`src/rtl/div_ctrl.sv`:
```
// Multicycle sequencer around the combinational signed array divider; handles /0 and INT_MIN/-1 locally.
// Optional single-entry result cache enabled by defining DIV_RESULT_CACHE_EN.
module div_ctrl #(
  parameter int DATA_W      = 32,
  parameter int WAIT_CYCLES = 4,
  parameter int CNT_W       = 3
) (
  input  logic                clk,
  input  logic                rst_n,
  input  logic                start,
  input  logic [DATA_W-1:0]   operand_1,
  input  logic [DATA_W-1:0]   operand_2,
  input  logic                cancel,
  output logic                ready,
  output logic                stall_req,
  output logic                valid,
  output logic [2*DATA_W-1:0] result,
  output logic                div_en,
  output logic [DATA_W-1:0]   div_op1,
  output logic [DATA_W-1:0]   div_op2,
  input  logic                div_done,
  input  logic [2*DATA_W-1:0] div_result
);

  typedef enum logic [1:0] {S_IDLE, S_WAIT, S_SPEC, S_DONE} state_t;

  localparam logic [DATA_W-1:0] INT_MIN   = {1'b1, {(DATA_W-1){1'b0}}};
  localparam logic [DATA_W-1:0] MINUS_ONE = '1;
  localparam logic [CNT_W-1:0]  CNT_LOAD  = CNT_W'(WAIT_CYCLES - 1);

  state_t              state, state_nxt;
  logic [CNT_W-1:0]    cnt, cnt_nxt;
  logic                accept;
  logic                is_special;
  logic                ld_ops;
  logic                cap_div;
  logic                cap_spec;
  logic                hit;
  logic [2*DATA_W-1:0] spec_res;

`ifdef DIV_RESULT_CACHE_EN
  logic                tag_v;
  logic [DATA_W-1:0]   c_op1, c_op2;
  logic [2*DATA_W-1:0] c_res;
`endif

  assign accept     = start & ~cancel;
  assign is_special = (operand_2 == '0) || (operand_1 == INT_MIN && operand_2 == MINUS_ONE);

  // Special results are derived from the latched operands so they match what was accepted.
  assign spec_res = (div_op2 == '0) ? {div_op1, MINUS_ONE} : {{DATA_W{1'b0}}, INT_MIN};

  always_comb begin
    state_nxt = state;
    cnt_nxt   = cnt;
    ld_ops    = 1'b0;
    cap_div   = 1'b0;
    cap_spec  = 1'b0;
    hit       = 1'b0;
    case (state)
      S_IDLE: begin
        if (accept) begin
          ld_ops = 1'b1;
`ifdef DIV_RESULT_CACHE_EN
          hit = tag_v && (operand_1 == c_op1) && (operand_2 == c_op2);
`endif
          if (hit) begin
            state_nxt = S_DONE;
          end else if (is_special) begin
            state_nxt = S_SPEC;
          end else begin
            state_nxt = S_WAIT;
            cnt_nxt   = CNT_LOAD;
          end
        end
      end
      S_WAIT: begin
        if (cnt != '0) begin
          cnt_nxt = cnt - CNT_W'(1);
        end else if (div_done) begin
          cap_div   = 1'b1;
          state_nxt = S_DONE;
        end
      end
      S_SPEC: begin
        cap_spec  = 1'b1;
        state_nxt = S_DONE;
      end
      S_DONE: state_nxt = S_IDLE;
      default: state_nxt = S_IDLE;
    endcase
    // Flush wins over everything, including a capture due this cycle.
    if (cancel) begin
      state_nxt = S_IDLE;
      cap_div   = 1'b0;
      cap_spec  = 1'b0;
    end
  end

  always_ff @(posedge clk or negedge rst_n) begin
    if (!rst_n) begin
      state <= S_IDLE;
      cnt   <= '0;
    end else begin
      state <= state_nxt;
      cnt   <= cnt_nxt;
    end
  end

  always_ff @(posedge clk or negedge rst_n) begin
    if (!rst_n) begin
      div_op1 <= '0;
      div_op2 <= '0;
      result  <= '0;
    end else begin
      if (ld_ops) begin
        div_op1 <= operand_1;
        div_op2 <= operand_2;
      end
      if (cap_div) begin
        result <= div_result;
      end else if (cap_spec) begin
        result <= spec_res;
      end
`ifdef DIV_RESULT_CACHE_EN
      else if (hit) begin
        result <= c_res;
      end
`endif
    end
  end

`ifdef DIV_RESULT_CACHE_EN
  always_ff @(posedge clk or negedge rst_n) begin
    if (!rst_n) begin
      tag_v <= 1'b0;
      c_op1 <= '0;
      c_op2 <= '0;
      c_res <= '0;
    end else if (cap_div || cap_spec) begin
      tag_v <= 1'b1;
      c_op1 <= div_op1;
      c_op2 <= div_op2;
      c_res <= cap_div ? div_result : spec_res;
    end
  end
`endif

  assign ready     = (state == S_IDLE);
  assign valid     = (state == S_DONE);
  assign div_en    = (state == S_WAIT);
  assign stall_req = ((state == S_IDLE) & accept) | (state == S_WAIT) | (state == S_SPEC);

endmodule

```
`config.mk`:
```
export PLATFORM = sky130hd
export DESIGN_NAME = div_ctrl
export DESIGN_NICKNAME = d
export VERILOG_FILES = /design/src/rtl/div_ctrl.sv
export SDC_FILE = /design/constraint.sdc
export NUM_CORES = 1
export LEC_CHECK = 0
export CAP_MARGIN = 20
export CORE_MARGIN = 8
export CORE_UTILIZATION = 31
export CTS_BUF_LIST = sky130_fd_sc_hd__clkbuf_2 sky130_fd_sc_hd__clkbuf_4 sky130_fd_sc_hd__clkbuf_8
export CTS_CLUSTER_DIAMETER = 200
export CTS_CLUSTER_SIZE = 10
export DETAILED_ROUTE_END_ITERATION = 6
export DONT_BUFFER_PORTS = 1
export PLACE_DENSITY = 0.54
export SYNTH_ARGS = -nofsm -noshare
export SYNTH_HDL_FRONTEND = slang
export SYNTH_SLANG_ARGS = --single-unit
```
`constraint.sdc`:
```
create_clock -name clk -period 2.85 [get_ports clk]
set_input_delay 0.285 -clock clk [delete_from_list [all_inputs] [get_ports clk]]
set_output_delay 0.285 -clock clk [all_outputs]
set_load 0.05 [all_outputs]
```
**Word level (Yosys, flattened, before mapping)**

Index checks and enable logic that the tools add are counted.

- Input bits: 133
- Register bits after elaboration: 133
- Word-level logic and storage cells: 53

- Bitwise gates (word level): 5
- Reductions and logical operators: 10
- Eq/ne operators: 11
- Mux-type cells: 21
- $add $sub $neg: 1

Operators with widths:

| kind | count |
|---|---|
| $mux W64 | 3 |
| $eq A32 B32 Y1 const B | 2 |
| $logic_not A32 Y1 | 2 |
| $mux W2 | 5 |
| $mux W3 | 3 |
| $mux W1 | 8 |
| $pmux W2 S4 | 1 |
| $ne A3 B2 Y1 const B | 2 |
| $pmux W3 S2 | 1 |
| $eq A2 B2 Y1 const B | 2 |
| $ne A2 B1 Y1 const B | 2 |
| $reduce_and A4 Y1 | 1 |
| $reduce_bool A2 Y1 | 2 |
| $ne A3 B3 Y1 const B | 1 |
| $reduce_and A3 Y1 | 1 |
| $reduce_bool A3 Y1 | 1 |
| $sub A3 B1 Y3 const B | 1 |
| $and A1 B1 Y1 | 2 |
| $eq A2 B1 Y1 const B | 1 |
| $logic_not A2 Y1 | 1 |
| $ne A2 B2 Y1 const B | 1 |
| $or A1 B1 Y1 | 2 |
| $logic_and A1 B1 Y1 | 1 |
| $logic_or A1 B1 Y1 | 1 |
| $not A1 Y1 | 1 |

**Depth between registers and ports, before layout**

Gate-level depths: netlist (run 1).

- Depth after elaboration: 7
- Depth in mapped cells: 9
- Gate-level depth less buffers: 8

**Worst setup path before layout (run 1)**

OpenSTA, ideal clock, no wires.

- Path kind: register -> register
- Start: reg state[1]
- End: reg result[32]
- Setup time: 127 ps
- Arrival: 2418 ps
- Stages on the path, launching flop included: 10
- Clock period less this slack: 2545 ps
- Buffers on the path: 2
- Setup slack: 305 ps
- Cells stage by stage: dfrtp_1 -> inv_1 -> ha_1 -> buf_2 -> inv_1 -> nor3_2 -> a21oi_1 -> clkbuf_1 -> a222oi_1 -> inv_1

- Cells in the longest elaborated chain, start to end: 4
- Elaborated cells on any way between the ends: 8

Ends and longest elaborated chain:

| item | RTL line | source |
|---|---|---|
| from (decl) | 31 | `state_t state, state_nxt;` |
| from (signal assigned) | 105 | `state <= state_nxt;` |
| $eq A2 B1 Y1 (*) | - |  |
| named net div_en | 18 | `output logic div_en,` |
| $mux W1 (*) | 60 | `case (state)` |
| $mux W1 (*) | 93 | `if (cancel) begin` |
| $mux W64 / $reduce_bool A2 Y1 (equally long branches) | - |  |
| to (signal assigned) | 121 | `result <= div_result;` |
| to (signal assigned) | 123 | `result <= spec_res;` |
| to (decl) | 17 | `output logic [2*DATA_W-1:0] result,` |

The timed path passes the listed nets; every way through them passes the cells marked *.
A chain may end at the register's enable or synchronous reset.

**Final worst setup path (run 1)**

- Start: reg div_op2[24]
- End: reg result[33]

- Cells in the longest elaborated chain, start to end: 4

Ends and longest elaborated chain:

| item | RTL line | source |
|---|---|---|
| from (decl) | 20 | `output logic [DATA_W-1:0] div_op2,` |
| from (signal assigned) | 118 | `div_op2 <= operand_2;` |
| $logic_not A32 Y1 | 51 | `assign spec_res = (div_op2 == '0) ? {div_op1, MINUS_ONE} : {{DATA_W{1'b0}}, INT_MIN};` |
| $mux W64 | 51 |  |
| $mux W64 | 122 | `end else if (cap_spec) begin` |
| $mux W64 | 120 | `if (cap_div) begin` |

Every way passes these cells. The select of a mux whose other input is x is not followed.

==> metrics, run 1 <==
Worst Skew=11.91 ps; worst path required time=3220 ps; TNS Setup=0 ps; Min Hold Slack=-463.8 ps; RSZ-0062 raised after global routing=false; initial drt markers=448; EDFF count, synth=0; footprint of the multi-input gates=0.002043 mm^2; top-area cell type share of the netlist area=59.38%; CP arrival=2860 ps; Clk Latency, worst-skew pair=440 ps; Crit. End Element=register; setup bufs post-CTS=0; fin crit period=2484 ps; # setup viols final=0; Worst Hold Class=in2async; Placer Congestion=0.7878; Slew headroom=57.53%; most common cell in the netlist=dfrtp_1; Root Driver=clkbuf_8; clock buffer depth=2; crit-path leading delay family=simple AND/OR/NAND/NOR gates; Synth Instances=421; Cell Area, Synth=0.005605 mm^2; #FFs+latches synth=133; Layout area overhead=35.92%; antenna viol nets, final=0; highest-delay cell along the critical path=nor4_1; fill cell total of the finished layout=1599; crit path cell chain=nor4_1 -> nand4_1 -> nor4_4 -> buf_12 -> a222oi_1 -> inv_1; Synth top cells by count=dfrtp_1 (133), mux2_2 (65), inv_1 (41); Max H-tree Level=4; largest net degree at the start of global routing=134; die area=0.02264 mm^2; # DRC=10; worst-path maximum fanout=63; status=finished with violations; HPWL Detailed=13080 um; Netlist cell types=38; crit path buf inv count=2; row count=49; critical path class=reg2reg; Max Cap Violations=0; Main synth FF type=dfrtp_1; overall global routing resource usage=16.69%; router iterations before antenna repair=7; Synthesized Nets=560; Die H=150.5 um; FMAX=0.4025 GHz; Ports=265; initial core utilization=31.42%; vias in the first global route=4815; Hold Fails Final Rpt=133; post_cts resized=0; FFs w/ async S/R, synth=100.0%; PD cells=1227 mW/mm^2; Placed Area=0.005957 mm^2; Vias=4523; die width=150.5 um; Startpoint Class=register; Vias/cell=5.668; initial antenna violation count=0; Finished Core Util=42.70%; Port Buffer Count=0; VDD IR-drop max=625.5 uV; Diodes inserted=0; cts bufs inserted=17; Avg Synthesized Cell Area=13.31 um^2; Yosys warning count=0; top cell type by total area after synthesis=dfrtp_1; Clock Sinks=133; fin crit share=87.16%; clk slew on worst S/H paths=90 ps; CTS tree=built; global-route wire length before repair=28940 um; Synth area leaders=dfrtp_1 (59%), mux2_2 (13%), a222oi_1 (5.7%); Worst-Margin Slew=637.1 ps; routed wire length=19520 um; final layout net count=695; WL per Instance=24.47 um; cell area after layout=0.007619 mm^2; Post-CTS Hold Buffers=128; post-synthesis sequential area ratio=59.38%; leakage power=3.483 nW; Worst path max stage delay=630 ps; Final Max Tran Viols=0; register area=0.003328 mm^2; violated checks=DRC, hold timing; total global routing overflow=0; core footprint=0.01784 mm^2; layout cells sized above 1=21.27%
[stage by stage]
| stage | worst slack (ps) | hold slack, ps | std cells | power, mW |
|---|---|---|---|---|
| finish | 365.8 | -463.8 | 798 | 9.346 |
| global route | 241.4 | -519.5 | 798 | 9.747 |
| detailed placement | 419.1 | -5.788 | 638 | 7.668 |
| CTS | 397.9 | -508.6 | 798 | 9.403 |
| global placement | 407.6 | -6.386 | 638 | 7.598 |
| floorplan | 304.7 | -10.59 | 421 | 6.997 |
[layer usage]
layer  track usage, %  wire, um  vias up
li1                 -         -     1921
met1            19.04      7301     2328
met2            27.20      9812      243
met3            6.943      1994       31
met4            6.847       416        0
met5                0         0        -
[worst reg2reg max path: stages, from the launching register on]
cell	delay (ps)
dfrtp_1	590
nor4_1	640
nand4_1	250
nor4_4	380
buf_12	280
a222oi_1	210
inv_1	80
[flip-flops by register name, summed over array words and instances, names as in the netlist]
signal and cells:
cnt 3, div_op1 32, div_op2 32, result 64, state 2
[power by group]
part	switching (mW)	internal (mW)	total, mW
logic	0.852	0.966	1.82
registers	3.37	2.59	5.97
clock network	0.846	0.716	1.56
total	5.07	4.27	9.35
[cells by family after synthesis]
logic type / after synthesis / share of synthesized area (%)
compound gates: 78 / 13.28
fa+ha+maj: 6 / 1.339
buf+inv: 69 / 4.866
flops: 133 / 59.37
mux: 66 / 13.24
simple gates: 69 / 7.902
[layout make-up]
class	count	area share [%]
multi-input cells	219	26.82
well taps	229	3.761
clock buffers	17	3.071
inverters	41	2.020
clock inverters	15	1.921
repair buffers	144	18.72
flip-flops and latches	133	43.69
[cells in the final DEF (no fill, tap or decap), types with 3 or more instances in the layout]
master,instances
clkbuf_8,17
nor4_1,23
inv_1,41
buf_4,14
inv_8,4
ha_1,6
nand2_1,6
a222oi_1,32
a221o_1,31
nand3_1,4
inv_6,3
clkinv_2,4
mux2_2,65
nand4_1,12
dfrtp_1,133
dlygate4sd3_1,128
nor2_1,7
[final timing paths]
path / start / endpoint / slack (ps) / depth (start not counted)
setup / recovery: div_op2[24]$_DFFE_PN0P_ / result[33]$_DFFE_PN0P_ / 370 / 6
hold / removal: rst_n / result[22]$_DFFE_PN0P_ / -460 / 0
setup reg to reg: div_op2[24]$_DFFE_PN0P_ / result[33]$_DFFE_PN0P_ / 370 / 6
hold reg to reg: cnt[1]$_DFFE_PN0P_ / cnt[1]$_DFFE_PN0P_ / 590 / 2
max in group asynchronous: rst_n / cnt[2]$_DFFE_PN0P_ / 3070 / 0
min in group clk: cancel / state[1]$_DFFE_PN0P_ / 120 / 2
No activity file was read; power rests on OpenSTA's default activity.
==> inputs of run 2 (changes only) <==
Settings changed: CELL_PAD_IN_SITES_DETAIL_PLACEMENT set to 1, CELL_PAD_IN_SITES_GLOBAL_PLACEMENT set to 2, HOLD_SLACK_MARGIN set to 0.03, PLACE_DENSITY 0.54 to 0.74, TNS_END_PERCENT set to 50.
==> metrics, run 2 (synthesized netlist as in run 1, its figures left out) <==
status=finished with violations; violated checks=DRC, hold timing; worst path required time=3230 ps; overall global routing resource usage=18.37%; initial drt markers=318; fin cells=796; Placer Congestion=0.7974; WL per Instance=26.97 um; core footprint=0.01784 mm^2; Clock Sinks=133; leakage power=3.466 nW; crit path cell chain=inv_1 -> ha_1 -> ha_1 -> nand2_1 -> nor3_4 -> a21oi_4 -> buf_4 -> a222oi_1 -> inv_1; Clk Latency, worst-skew pair=440 ps; cts bufs inserted=17; highest-count cells in the layout ignoring fill and taps=dfrtp_1 (133), dlygate4sd3_1 (128), mux2_2 (65); fin crit period=2485 ps; Total Power=9.507 mW; Port Buffer Count=0; global-route wire length before repair=31810 um; setup bufs post-CTS=0; FMAX=0.4023 GHz; fin crit share=87.21%; die area=0.02264 mm^2; Max Cap Violations=0; flip-flop count of the largest register after layout=64; Worst Reg-to-Reg Cells=9; routed wire length=21470 um; CP arrival=2860 ps; Worst path max stage delay=560 ps; Comb pwr share=18.7%; cell count after placement=634; Min Hold Slack=-468.6 ps; Final Max Tran Viols=0; Max H-tree Level=4; net switching power=5.135 mW; Die H=150.5 um; sequential share of power=63.8%; TNS Setup=0 ps; crit-path leading delay family=compound AO/OA/AOI/OAI gates; RSZ-0062 raised after global routing=false; clk slew on worst S/H paths=90 ps; Slew headroom=42.30%; Post-CTS Hold Buffers=128; Largest Register=result; Vias/cell=5.700; Worst-Margin Slew=865.6 ps; PD cells=1246 mW/mm^2; layout cells sized above 1=20.85%; die width=150.5 um; highest-delay cell along the critical path=a21oi_4; router iterations before antenna repair=7; reg2reg start=cnt[0]$_DFFE_PN0P_; row count=49; Worst Skew=15.68 ps; worst-path maximum fanout=28; HPWL Detailed=13750 um; most common cell after layout, fill and taps aside=dfrtp_1; Layout area overhead=36.14%; Largest regs=result x64, div_op1 x32, div_op2 x32; Ports=265; largest net degree at the start of global routing=134; worst r2r dst=result[42]$_DFFE_PN0P_; crit path buf inv count=3; Root Driver=clkbuf_8; initial antenna violation count=0; clock share of power=17.5%; Internal=4.372 mW; CTS tree=built; post_cts resized=0; Hold Fails Final Rpt=133; VDD IR-drop max=764.2 uV; critical path class=reg2reg; clock buffer depth=2; # setup viols final=0; Vias=4537; Worst Hold Class=in2async; final layout net count=692; Startpoint Class=register; vias in the first global route=5086; initial core utilization=31.42%; reg2reg setup slack=360 ps; total global routing overflow=0; # DRC=2; switching part of the total=54.01%; antenna viol nets, final=0; Crit. End Element=register
==> run 2: how the worst max path moves through the flow <==
| stage | startpoint | endpoint | slack (ps) | cells past startpoint |
|---|---|---|---|---|
| floorplan | state[1]$_DFFE_PN0P_ | result[32]$_DFFE_PN0P_ | 300 | 9 |
| global placement | cnt[0]$_DFFE_PN0P_ | result[40]$_DFFE_PN0P_ | 340 | 9 |
| detailed placement | cnt[0]$_DFFE_PN0P_ | result[53]$_DFFE_PN0P_ | 200 | 9 |
| CTS | cnt[0]$_DFFE_PN0P_ | result[43]$_DFFE_PN0P_ | 160 | 9 |
| global route | cnt[0]$_DFFE_PN0P_ | result[42]$_DFFE_PN0P_ | 190 | 9 |
| finish | cnt[0]$_DFFE_PN0P_ | result[42]$_DFFE_PN0P_ | 360 | 9 |
==> run 2: per-stage QoR <==
step           util [%]  instance area (um^2)  hold slack, ps  setup WS [ps]
2_1_floorplan         -                  5605          -10.59          304.7
3_3_place_gp      33.22                  5927          -6.414          344.2
3_5_place_dp      33.22                  5927          -7.038          195.1
4_1_cts           42.71                  7620          -503.9          163.0
5_1_grt           42.76                  7629          -518.7          190.6
6_report          42.77                  7631          -468.6          364.5
==> run 2: power by group through the flow <==
stage,sequential [mW],clock [mW],combinational [mW]
after floorplan,5.75,0,1.25
after global placement,6.08,0,1.51
after detailed placement,6.11,0,1.59
after CTS,6.07,1.71,1.75
after global routing,6.18,1.78,1.93
final,6.07,1.66,1.78
==> run 2: layout make-up <==
type,instances,area [um^2]
Timing Repair Buffer,140,1396
Clock inverter,14,163.9
Inverter,41,153.9
Multi-Input combinational cell,220,2052
Clock buffer,18,247.7
Sequential cell,133,3328
Tap cell,229,286.5
Fill cell,1829,10210
Antenna cell,1,2.502
==> run 2: routing by layer <==
layer  routed length (um)  GRT usage [%]
met1                 7617          20.17
met5                    0              0
met2                11230          31.41
met3                 2141          7.244
met4                  474          7.046
